File: config.mk
export PLATFORM = sky130hd
export DESIGN_NAME = seq_divider
export DESIGN_NICKNAME = d
export VERILOG_FILES = /design/src/rtl/seq_divider.sv
export SDC_FILE = /design/constraint.sdc
export NUM_CORES = 1
export LEC_CHECK = 0
export CAP_MARGIN = 20
export CORE_ASPECT_RATIO = 0.75
export CORE_MARGIN = 2
export CORE_UTILIZATION = 40
export CTS_CLUSTER_DIAMETER = 100
export CTS_CLUSTER_SIZE = 20
export DETAILED_ROUTE_END_ITERATION = 6
export MAX_ROUTING_LAYER = met4
export PLACE_DENSITY_LB_ADDON = 0.05
export SETUP_SLACK_MARGIN = 0.4
export SLEW_MARGIN = 20
export SYNTH_ARGS = -nofsm -noshare
export SYNTH_HDL_FRONTEND = slang
export SYNTH_SLANG_ARGS = --single-unit
export TNS_END_PERCENT = 30
File: constraint.sdc
create_clock -name clk -period 4.7 [get_ports clk]
set_input_delay 0.94 -clock clk [delete_from_list [all_inputs] [get_ports clk]]
set_output_delay 0.94 -clock clk [all_outputs]
set_load 0.01 [all_outputs]
File: src/rtl/seq_divider.sv
// seq_divider: unsigned restoring divider, one quotient bit per cycle.
// Single operation in flight with valid/ready on both sides.
module seq_divider #(
  parameter int WIDTH = 16,
  parameter int TAG_W = 1
) (
  input  logic             clk,
  input  logic             rst,
  input  logic             in_valid,
  output logic             in_ready,
  input  logic [WIDTH-1:0] in_dividend,
  input  logic [WIDTH-1:0] in_divisor,
  input  logic [TAG_W-1:0] in_tag,
  output logic             out_valid,
  input  logic             out_ready,
  output logic [WIDTH-1:0] out_quotient,
  output logic [WIDTH-1:0] out_remainder,
  output logic [TAG_W-1:0] out_tag,
  output logic             out_div0
);

  localparam int CW = $clog2(WIDTH + 1);

  typedef enum logic [1:0] {
    IDLE,
    CALC,
    DONE
  } state_t;

  state_t           state;
  logic [WIDTH-1:0] rem;
  logic [WIDTH-1:0] quo;
  logic [WIDTH-1:0] div;
  logic [TAG_W-1:0] tag;
  logic [CW-1:0]    cnt;

  logic [WIDTH:0]   shifted;
  logic [WIDTH:0]   trial;
  logic [WIDTH-1:0] rem_nx;
  logic [WIDTH-1:0] quo_nx;

  // trial[WIDTH] is the borrow: set when shifted < div
  always_comb begin
    shifted = {rem, quo[WIDTH-1]};
    trial   = shifted - {1'b0, div};
    rem_nx  = trial[WIDTH-1:0];
    quo_nx  = {quo[WIDTH-2:0], 1'b1};
    if (trial[WIDTH]) begin
      rem_nx = shifted[WIDTH-1:0];
      quo_nx = {quo[WIDTH-2:0], 1'b0};
    end
  end

  assign in_ready  = (state == IDLE) && !rst;
  assign out_valid = (state == DONE);

  always_ff @(posedge clk) begin
    if (rst) begin
      state         <= IDLE;
      cnt           <= '0;
      rem           <= '0;
      quo           <= '0;
      div           <= '0;
      tag           <= '0;
      out_quotient  <= '0;
      out_remainder <= '0;
      out_tag       <= '0;
      out_div0      <= 1'b0;
    end else begin
      unique case (state)
        IDLE: begin
          if (in_valid) begin
            tag <= in_tag;
            if (in_divisor == '0) begin
              out_quotient  <= '1;
              out_remainder <= in_dividend;
              out_tag       <= in_tag;
              out_div0      <= 1'b1;
              state         <= DONE;
            end else begin
              rem   <= '0;
              quo   <= in_dividend;
              div   <= in_divisor;
              cnt   <= CW'(WIDTH);
              state <= CALC;
            end
          end
        end
        CALC: begin
          rem <= rem_nx;
          quo <= quo_nx;
          cnt <= cnt - 1'b1;
          if (cnt == CW'(1)) begin
            out_quotient  <= quo_nx;
            out_remainder <= rem_nx;
            out_tag       <= tag;
            out_div0      <= 1'b0;
            state         <= DONE;
          end
        end
        DONE: begin
          if (out_ready) state <= IDLE;
        end
        default: state <= IDLE;
      endcase
    end
  end

endmodule
==> flow_metrics.env <==
export IMPL_cts_resized=0
export IMPL_mappedNetlistNets=668
export IMPL_dp_slack_ps=899
export IMPL_fmax_mhz=286
export IMPL_place_inst=813
export IMPL_grt_max_degree=47
export IMPL_routed_wl_um=13700
export IMPL_layout_common_cells="105 x nand2_1, 90 x dfxtp_1, 71 x clkdlybuf4s50_1, 56 x nor2_1, 50 x a21oi_1"
export IMPL_async_reset_ff_share_pct=0
export IMPL_fin_crit_ps=3500
export IMPL_core_mm2=0.0117
export IMPL_wl_per_cell_um=16.5
export IMPL_critPathKind="in2reg"
export IMPL_grt_pass1_wl_um=22400
export IMPL_overflow=0
export IMPL_fin_nets=718
export IMPL_worstPathRequired_ps=4970
export IMPL_syn_inst=612
export IMPL_powerDensity_mw_per_mm2=630
export IMPL_layout_drive_gt1_share_pct=6.90
export IMPL_firstDrtPassIters=5
export IMPL_crit_chain="clkdlybuf4s50_1, nor4_1, nand4_1, a21oi_1, nor2_2, buf_4, nor2_1, nand2_1, o21ai_1"
export IMPL_final_hold_violation_count=0
export IMPL_antenna_found_initial=0
export IMPL_reg2reg_slack_ps=1520
export IMPL_dr_total_vias=4517
export IMPL_cts_tree="done"
export IMPL_initial_utilization_pct=41.4
export IMPL_clkTransAtPathRegs_ps=70
export IMPL_rows=34
export IMPL_slew_viol_final=0
export IMPL_yosysWarnings=0
export IMPL_clock_skew_ps=10.4
export IMPL_diodes=0
export IMPL_cts_setup_buffers=0
export IMPL_cts_max_path_buffers=2
export IMPL_post_route_util_pct=50.9
export IMPL_die_w_um=131
export IMPL_finalNonFillerCells=829
export IMPL_finalWorstSetupSlack_ps=1200
export IMPL_cts_sinks=90
export IMPL_slew_headroom_pct=41.3
export IMPL_rsz0062_at_grt="no"
export IMPL_seq_area_frac_synth_pct=37.2
export IMPL_crit_slowest_cell="nor2_1"
export IMPL_end_kind="register"
export IMPL_synth_area_mm2=0.00484
export IMPL_ioPinCount=73
export IMPL_critPathMaxFanout=36
export IMPL_grt_pass1_vias=4337
export IMPL_hp_class="reg2reg"
export IMPL_port_buffer_count=72
export IMPL_synth_seq_cells=90
export IMPL_syn_area_per_cell_um2=7.91
export IMPL_die_y_um=99.3
export IMPL_post_route_period_util_pct=74.4
export IMPL_synth_top_flop_cell="dfxtp_1"
export IMPL_layout_commonest_cell="nand2_1"
export IMPL_setup_tns_ps=0
export IMPL_cap_violations=0
export IMPL_final_setup_viol_count=0
export IMPL_ant_nets=0
export IMPL_synth_edf_count=0
export IMPL_htree_levels=3
export IMPL_leakage_uw=0.00223
export IMPL_vias_per_cell=5.45
export IMPL_synth_cell_types=68
export IMPL_area_growth_pct=23.0
export IMPL_drc=0
export IMPL_critPathTopFamily="simple AND/OR/NAND/NOR gates"
export IMPL_dr_first_iter_drc_count=256
export IMPL_track_usage_pct=22.7
export IMPL_die_area_mm2=0.0130
export IMPL_slowest_delay_ps=710
export IMPL_insertion_delay_ps=350
export IMPL_cp_arrival_ps=3770
export IMPL_place_congestion=0.854
export IMPL_cts_buffers=9
export IMPL_max_slew_worst_pin_slew_ps=878
export IMPL_n_fill_cell=1118
export IMPL_dp_hpwl_um=10100
export IMPL_cts_hold_buf=0
export IMPL_root_buffer="clkbuf_16"
export IMPL_critPathBufInv=2
export IMPL_status="complete, no violations"
export IMPL_worst_ir_drop_vdd_mv=0.488
export IMPL_startpoint_type="primary input"
## tightest hold or removal path, delay by kind of cell, from the launching register on
kind / cells / cell delay (ps)
AOI/OAI and AO/OA: 1 / 50
and+or+nand+nor: 1 / 50
DFF: 1 / 310
## where the power goes
group          switching, uW  total, uW  internal (uW)  leakage (uW)
sequential               111        969            858      0.000734
combinational           1180       1980            800       0.00134
clock                    330        800            470      0.000149
## stage by stage
step | area (um2) | hold slack [ps] | power [uW]
floorplan | 4840 | 436 | 2540
global placement | 5630 | 447 | 2940
detailed placement | 5630 | 449 | 2940
CTS | 5950 | 458 | 3750
global route | 5950 | 478 | 3990
finish | 5950 | 455 | 3750
## flip-flops by register name (all words and copies together), names as in the netlist
signal	cells
cnt	5
out_tag	1
out_quotient	16
div	16
state	2
out_remainder	16
out_div0	1
rem	16
quo	16
tag	1
## logic make-up (layout without fill, tap and decap cells)
group,count (synthesis),count (layout),share of synthesized area (%)
fa+ha+maj,19,19,5.07
buf+inv,70,125,6.23
flops,90,90,37.2
compound gates,162,162,23.0
mux,13,13,2.89
xor+xnor,13,13,2.89
simple gates,245,245,22.7
## synth_stat cells, types with 5 or more instances
cell      instances  area share [%]
xnor2_1           6             1.1
nor3_1           38             3.9
buf_1             5            0.39
mux2i_1          11             2.3
a21oi_1          50             5.2
ha_1             18             4.7
o21ai_1          18             1.9
o21ai_0          12             1.2
clkbuf_1         22             1.7
nand4_1           6            0.78
nor4_1            5            0.65
inv_1            30             2.3
a31oi_1           9             1.2
nor2_1           57             4.4
buf_2             7            0.72
a311oi_1         16             2.9
nand3_1          12             1.2
xor2_1            5            0.90
dfxtp_1          90              37
nand2_1         105             8.1
a22oi_1           5            0.78
o221ai_1          8             1.4
## final timing paths
kind	from	end	depth (start not counted)
setup / recovery	in_divisor[11]	rem[13]	9
hold / removal	div[11]	div[11]	2
setup reg to reg	quo[15]	out_remainder[7]	10
hold reg to reg	div[11]	div[11]	2
## final cells by class
class	instances	area (um2)	share of cell area [%]
clock buffers	9	225	3.78
clock inverters	7	100	1.68
inverters	30	113	1.89
multi-input cells	452	2740	46.1
flip-flops and latches	90	1800	30.3
well taps	162	203	3.40
repair buffers	79	768	12.9
## layer usage
metal  track usage (%)  vias up  wire length (um)
met1              33.4     2111              7090
met3              3.82        8               693
met5                 -        -                 0
met4              6.14        0               114
li1                  -     2289                 -
met2              31.8      109              5780
Note: power is estimated with default switching activity, not from simulation.
